## config.mk

```make
export PLATFORM = sky130hd
export DESIGN_NAME = jtkunio_adpcm_enc
export DESIGN_NICKNAME = d
export VERILOG_FILES = /design/src/rtl/jtkunio_adpcm_enc.sv
export SDC_FILE = /design/constraint.sdc
export NUM_CORES = 1
export LEC_CHECK = 0
export ABC_AREA = 0
export CORE_ASPECT_RATIO = 1.75
export CORE_MARGIN = 4
export CORE_UTILIZATION = 55
export CTS_CLUSTER_DIAMETER = 40
export DETAILED_ROUTE_END_ITERATION = 8
export HOLD_SLACK_MARGIN = 0.02
export PLACE_DENSITY = 0.8
export SYNTH_ARGS = -nofsm -noshare
export SYNTH_HDL_FRONTEND = slang
export SYNTH_SLANG_ARGS = --single-unit
```

## constraint.sdc

```tcl
create_clock -name clk -period 18.9 [get_ports clk]
set_input_delay 3.78 -clock clk [delete_from_list [all_inputs] [get_ports clk]]
set_output_delay 3.78 -clock clk [all_outputs]
set_load 0.02 [all_outputs]
```

## src/rtl/jtkunio_adpcm_enc.sv

```systemverilog
// OKI MSM5205-compatible 4-bit ADPCM encoder.
// Each signed PCM sample becomes one nibble {sign,m2,m1,m0}. The encoder reconstructs
// the predictor with the same arithmetic as the jt5205 decoder, so the decoder tracks
// it exactly. Two nibbles are packed per output byte.
module jtkunio_adpcm_enc #(
  parameter int SW       = 12,
  parameter bit LOWFIRST = 1'b1
) (
  input  logic          rst,
  input  logic          clk,
  input  logic          clr_i,
  input  logic          flush_i,
  input  logic          s_valid_i,
  input  logic [SW-1:0] s_data_i,
  output logic          s_ready_o,
  output logic          b_valid_o,
  output logic [7:0]    b_data_o,
  input  logic          b_ready_i,
  output logic [11:0]   pred_o,
  output logic [5:0]    step_idx_o
);

  typedef enum logic [2:0] {IDLE, DIFF, B2, B1, B0, UPD} state_t;

  // Standard 49-entry OKI step table, same contents as jt5205
  function automatic logic [12:0] step_lut(input logic [5:0] i);
    case (i)
      6'd0:  return 13'd16;   6'd1:  return 13'd17;   6'd2:  return 13'd19;
      6'd3:  return 13'd21;   6'd4:  return 13'd23;   6'd5:  return 13'd25;
      6'd6:  return 13'd28;   6'd7:  return 13'd31;   6'd8:  return 13'd34;
      6'd9:  return 13'd37;   6'd10: return 13'd41;   6'd11: return 13'd45;
      6'd12: return 13'd50;   6'd13: return 13'd55;   6'd14: return 13'd60;
      6'd15: return 13'd66;   6'd16: return 13'd73;   6'd17: return 13'd80;
      6'd18: return 13'd88;   6'd19: return 13'd97;   6'd20: return 13'd107;
      6'd21: return 13'd118;  6'd22: return 13'd130;  6'd23: return 13'd143;
      6'd24: return 13'd157;  6'd25: return 13'd173;  6'd26: return 13'd190;
      6'd27: return 13'd209;  6'd28: return 13'd230;  6'd29: return 13'd253;
      6'd30: return 13'd279;  6'd31: return 13'd307;  6'd32: return 13'd337;
      6'd33: return 13'd371;  6'd34: return 13'd408;  6'd35: return 13'd449;
      6'd36: return 13'd494;  6'd37: return 13'd544;  6'd38: return 13'd598;
      6'd39: return 13'd658;  6'd40: return 13'd724;  6'd41: return 13'd796;
      6'd42: return 13'd876;  6'd43: return 13'd963;  6'd44: return 13'd1060;
      6'd45: return 13'd1166; 6'd46: return 13'd1282; 6'd47: return 13'd1411;
      default: return 13'd1552;
    endcase
  endfunction

  state_t             state_q, state_d;
  logic [11:0]        x_q, x_d;
  logic [12:0]        a_q, a_d;
  logic               sign_q, sign_d, m2_q, m2_d, m1_q, m1_d, m0_q, m0_d;
  logic [11:0]        pred_q, pred_d;
  logic [5:0]         idx_q, idx_d;
  logic [3:0]         half_q, half_d;
  logic               half_full_q, half_full_d;
  logic               bval_q, bval_d;
  logic [7:0]         bdata_q, bdata_d;
  logic               fpend_q, fpend_d;

  logic               sready;
  logic               flush_eff;
  logic [11:0]        sample;
  logic [12:0]        step, d13, delta;
  logic [3:0]         nib;
  logic signed [13:0] psum;
  logic signed [7:0]  adj, inext;

  assign sample    = s_data_i[SW-1 -: 12];
  assign flush_eff = flush_i | fpend_q;

  // State and datapath registers
  always_ff @(posedge clk or posedge rst) begin
    if (rst) begin
      state_q     <= IDLE;
      x_q         <= '0;
      a_q         <= '0;
      sign_q      <= 1'b0;
      m2_q        <= 1'b0;
      m1_q        <= 1'b0;
      m0_q        <= 1'b0;
      pred_q      <= '0;
      idx_q       <= '0;
      half_q      <= '0;
      half_full_q <= 1'b0;
      bval_q      <= 1'b0;
      bdata_q     <= '0;
      fpend_q     <= 1'b0;
    end else begin
      state_q     <= state_d;
      x_q         <= x_d;
      a_q         <= a_d;
      sign_q      <= sign_d;
      m2_q        <= m2_d;
      m1_q        <= m1_d;
      m0_q        <= m0_d;
      pred_q      <= pred_d;
      idx_q       <= idx_d;
      half_q      <= half_d;
      half_full_q <= half_full_d;
      bval_q      <= bval_d;
      bdata_q     <= bdata_d;
      fpend_q     <= fpend_d;
    end
  end

  // Next-state, successive-approximation quantiser, predictor update and byte packing
  always_comb begin
    state_d     = state_q;
    x_d         = x_q;
    a_d         = a_q;
    sign_d      = sign_q;
    m2_d        = m2_q;
    m1_d        = m1_q;
    m0_d        = m0_q;
    pred_d      = pred_q;
    idx_d       = idx_q;
    half_d      = half_q;
    half_full_d = half_full_q;
    bval_d      = bval_q;
    bdata_d     = bdata_q;
    fpend_d     = fpend_q | flush_i;
    sready      = 1'b0;
    step        = step_lut(idx_q);
    d13         = '0;
    delta       = '0;
    psum        = '0;
    adj         = '0;
    inext       = '0;
    nib         = {sign_q, m2_q, m1_q, m0_q};

    if (bval_q && b_ready_i) bval_d = 1'b0;

    case (state_q)
      IDLE: begin
        if (!bval_q) begin
          if (flush_eff) begin
            fpend_d = 1'b0;
            if (half_full_q) begin
              bval_d      = 1'b1;
              bdata_d     = LOWFIRST ? {4'h0, half_q} : {half_q, 4'h0};
              half_full_d = 1'b0;
            end
          end
          if (!(flush_eff && half_full_q)) begin
            sready = 1'b1;
            if (s_valid_i) begin
              x_d     = sample;
              state_d = DIFF;
            end
          end
        end
      end
      DIFF: begin
        d13     = {x_q[11], x_q} - {pred_q[11], pred_q};
        sign_d  = d13[12];
        a_d     = d13[12] ? (13'd0 - d13) : d13;
        state_d = B2;
      end
      B2: begin
        m2_d    = (a_q >= step);
        if (m2_d) a_d = a_q - step;
        state_d = B1;
      end
      B1: begin
        m1_d    = (a_q >= (step >> 1));
        if (m1_d) a_d = a_q - (step >> 1);
        state_d = B0;
      end
      B0: begin
        m0_d    = (a_q >= (step >> 2));
        state_d = UPD;
      end
      UPD: begin
        delta = (step >> 3) + (m2_q ? step : 13'd0) + (m1_q ? (step >> 1) : 13'd0)
              + (m0_q ? (step >> 2) : 13'd0);
        if (sign_q) psum = $signed({{2{pred_q[11]}}, pred_q}) - $signed({1'b0, delta});
        else        psum = $signed({{2{pred_q[11]}}, pred_q}) + $signed({1'b0, delta});
        if (psum > 14'sd2047)       pred_d = 12'h7FF;
        else if (psum < -14'sd2048) pred_d = 12'h800;
        else                        pred_d = psum[11:0];
        case ({m2_q, m1_q, m0_q})
          3'd4:    adj = 8'sd2;
          3'd5:    adj = 8'sd4;
          3'd6:    adj = 8'sd6;
          3'd7:    adj = 8'sd8;
          default: adj = -8'sd1;
        endcase
        inext = $signed({2'b00, idx_q}) + adj;
        if (inext < 8'sd0)       idx_d = 6'd0;
        else if (inext > 8'sd48) idx_d = 6'd48;
        else                     idx_d = inext[5:0];
        if (half_full_q) begin
          bval_d      = 1'b1;
          bdata_d     = LOWFIRST ? {nib, half_q} : {half_q, nib};
          half_full_d = 1'b0;
        end else begin
          half_d      = nib;
          half_full_d = 1'b1;
        end
        state_d = IDLE;
      end
      default: state_d = IDLE;
    endcase

    if (clr_i) begin
      state_d     = IDLE;
      pred_d      = '0;
      idx_d       = '0;
      half_d      = '0;
      half_full_d = 1'b0;
      bval_d      = 1'b0;
      bdata_d     = '0;
      fpend_d     = 1'b0;
    end
    if (clr_i || rst) sready = 1'b0;
  end

  assign s_ready_o  = sready;
  assign b_valid_o  = bval_q;
  assign b_data_o   = bdata_q;
  assign pred_o     = pred_q;
  assign step_idx_o = idx_q;

endmodule

```

==> impl_metrics.tcl <==
set metrics [dict create \
    outcome "finished clean" \
    grt_max_degree 66 \
    hold_depth 2 \
    drv_cap 0 \
    slew_headroom_pct 33.8 \
    reg2reg_depth 31 \
    syn_to_final_growth_pct 10.6 \
    clock_latency_ps 340 \
    arrival_ps 5500 \
    synth_edf_count 0 \
    synthTopCellsByArea "dfrtp_1 21%, ha_1 14%, fa_1 5.6%" \
    wl_per_cell_um 17.8 \
    postPlaceCellArea_mm2 0.00845 \
    firstDrtPassIters 5 \
    leakage_nw 3.83 \
    ioPinCount 46 \
    synth_cells 972 \
    crit_required_ps 15120 \
    yosys_warnings 0 \
    grt_use_total_pct 25.9 \
    final_area_mm2 0.00874 \
    synth_area_mm2 0.00791 \
    ir_drop_v 0.0000760 \
    hold_end "b_data_o[4]" \
    grt_pass1_vias 7329 \
    r2r-end "pred_o[2]" \
    cts_resized 0 \
    num_vias 7366 \
    cts_sinks 65 \
    clk_pin_slew_worst_paths_ps 60 \
    synth-seq-cells 65 \
    clock_skew_ps 7.04 \
    p_per_area_mw_per_mm2 106 \
    portBuffers 45 \
    vias_per_cell 6.26 \
    die-area_mm2 0.0164 \
    coreArea_mm2 0.0140 \
    cts_root_buffer "clkbuf_16" \
    rows 57 \
    syn_area_per_cell_um2 8.14 \
    synth_seq_area_share_pct 20.6 \
    final_antenna_net_count 0 \
    worstSetupStartpointType "input pin" \
    synth_area_leader_cell "dfrtp_1" \
    post-route-util_pct 62.6 \
    synth_top_cell_area_share_pct 20.6 \
    endpoint_kind "output port" \
    synthFlopType "dfrtp_1" \
    drc 0 \
    holdBufCountCts 0 \
    die_width_um 98.7 \
    max_clock_freq_mhz 108 \
    grt_pass1_wl_mm 35.2 \
    die_h_um 167 \
    finalHoldViolations 0 \
    layout.nets 1122 \
    worstHoldStart "b_data_o[4]" \
    synth.net_count 1099 \
    setup_tns_ps 0 \
    post-route-min-period_ps 9280 \
    dp_hpwl_mm 16.3 \
    antenna_found_initial 0 \
    dr.first_iter.drc_count 438 \
    final_layout_size_suffix_gt1_share_pct 5.40 \
    clock_path_buffers 2 \
    period_share_pct 49.1 \
    finalWirelength_mm 21.0 \
    setup_viol 0 \
    yosysUniqueCellTypes 81 \
    finalWeightedCongestion 0.947 \
    crit_type "in -> out" \
    final_max_slew_viol_count 0 \
    min_path_type "reg -> reg" \
    cts_max_level 3 \
    r2r_start "step_idx_o[1]" \
    critPathMaxFanout 3 \
    synthArstFlopShare_pct 100 \
    tightest_slew_ps 990 \
    diodes 0 \
    rrSetupSlack_ps 10720 \
    cts_setup_buffers 0 \
    initial_utilization_pct 56.6 \
    cts_tree "yes" \
    overflow 0 \
    numCtsBuffers 9 \
    grt_setup_unrepaired "false" \
]
## cells by family after synthesis
| kind of cell | synth area share [%] |
|---|---|
| AOI/OAI and AO/OA | 25.6 |
| xor gates and xnor gates | 6.39 |
| adders and majority gates | 19.3 |
| buffers and inverters | 6.07 |
| DFF | 20.6 |
| muxes | 3.65 |
| and+or+nand+nor | 18.4 |
## power by group
group / total (mW) / internal [mW] / switching, mW
clock: 0.171 / 0.105 / 0.0661
sequential: 0.209 / 0.164 / 0.0442
combinational: 0.544 / 0.235 / 0.309
total: 0.924 / 0.504 / 0.420
## layout by cell type (no fill, tap or decap), types with 10 or more instances in the layout
| cell | n |
|---|---|
| a211oi_1 | 18 |
| a21oi_1 | 58 |
| a221o_1 | 12 |
| a31oi_1 | 12 |
| and2_1 | 19 |
| clkdlybuf4s50_1 | 45 |
| dfrtp_1 | 65 |
| fa_1 | 22 |
| ha_1 | 87 |
| inv_1 | 78 |
| mux2_2 | 12 |
| mux2i_1 | 12 |
| nand2_1 | 77 |
| nand3_1 | 17 |
| nor2_1 | 88 |
| nor2b_1 | 20 |
| nor3_1 | 31 |
| o211ai_1 | 10 |
| o21a_1 | 23 |
| o21ai_0 | 68 |
| o31ai_1 | 10 |
| xnor2_1 | 38 |
| xor2_1 | 17 |
## cell type report
class	instances	area [µm²]
Clock buffer	11	243
Clock inverter	5	55.1
Fill cell	1272	5230
Inverter	80	300
Multi-Input combinational cell	788	5800
Sequential cell	65	1630
Tap cell	177	221
Timing Repair Buffer	51	495
## sequential cells by signal, summed over array words and instances (netlist names)
signal,cells
b_valid_o,1
a_q,13
m1_q,1
half_q,4
pred_o,12
x_q,12
m2_q,1
fpend_q,1
b_data_o,8
sign_q,1
m0_q,1
state_q,3
half_full_q,1
step_idx_o,6
## stage by stage
step                      total power [mW]  hold WS [ps]  cells  setup WS, ps
after floorplan                      0.626           479    972         10430
after global placement               0.731           463   1161          9640
after detailed placement             0.742           471   1161          9610
after CTS                            0.920           484   1177          9600
after global routing                  1.00           529   1177          9430
final                                0.924           479   1177          9620
## worst max-delay path by stage
stage / startpoint / endpoint / slack (ps) / depth (start not counted)
final: flush_i / s_ready_o / 9620 / 7
after global routing: flush_i / s_ready_o / 9430 / 7
after CTS: flush_i / s_ready_o / 9600 / 7
after detailed placement: clr_i / s_ready_o / 9610 / 3
after global placement: clr_i / s_ready_o / 9640 / 3
after floorplan: flush_i / s_ready_o / 10430 / 5
## cell usage after synthesis (all sizes together) (13+ instances only)
| cell | n |
|---|---|
| nor2 | 88 |
| ha | 87 |
| inv | 79 |
| nand2 | 77 |
| o21ai | 70 |
| dfrtp | 65 |
| a21oi | 60 |
| xnor2 | 38 |
| nor3 | 32 |
| clkbuf | 30 |
| o21a | 23 |
| fa | 22 |
| and2 | 20 |
| nor2b | 20 |
| a211oi | 18 |
| nand3 | 17 |
| xor2 | 17 |
| a221o | 13 |
| mux2 | 13 |
## per-layer routing
| layer | track usage, % | vias to the layer above | wire length [µm] |
|---|---|---|---|
| li1 | - | 3564 | - |
| met1 | 28.6 | 3500 | 8160 |
| met2 | 46.8 | 221 | 10800 |
| met3 | 3.31 | 81 | 755 |
| met4 | 14.6 | 0 | 1220 |
| met5 | 0 | - | 0 |
## worst max-delay path: stages
cell and delay [ps]:
clkdlybuf4s50_1 400, nor2_1 170, inv_1 60, a21oi_1 220, nand2_1 80, nor3_1 150
clkdlybuf4s50_1 640
Note: power is estimated with default switching activity, not from simulation.
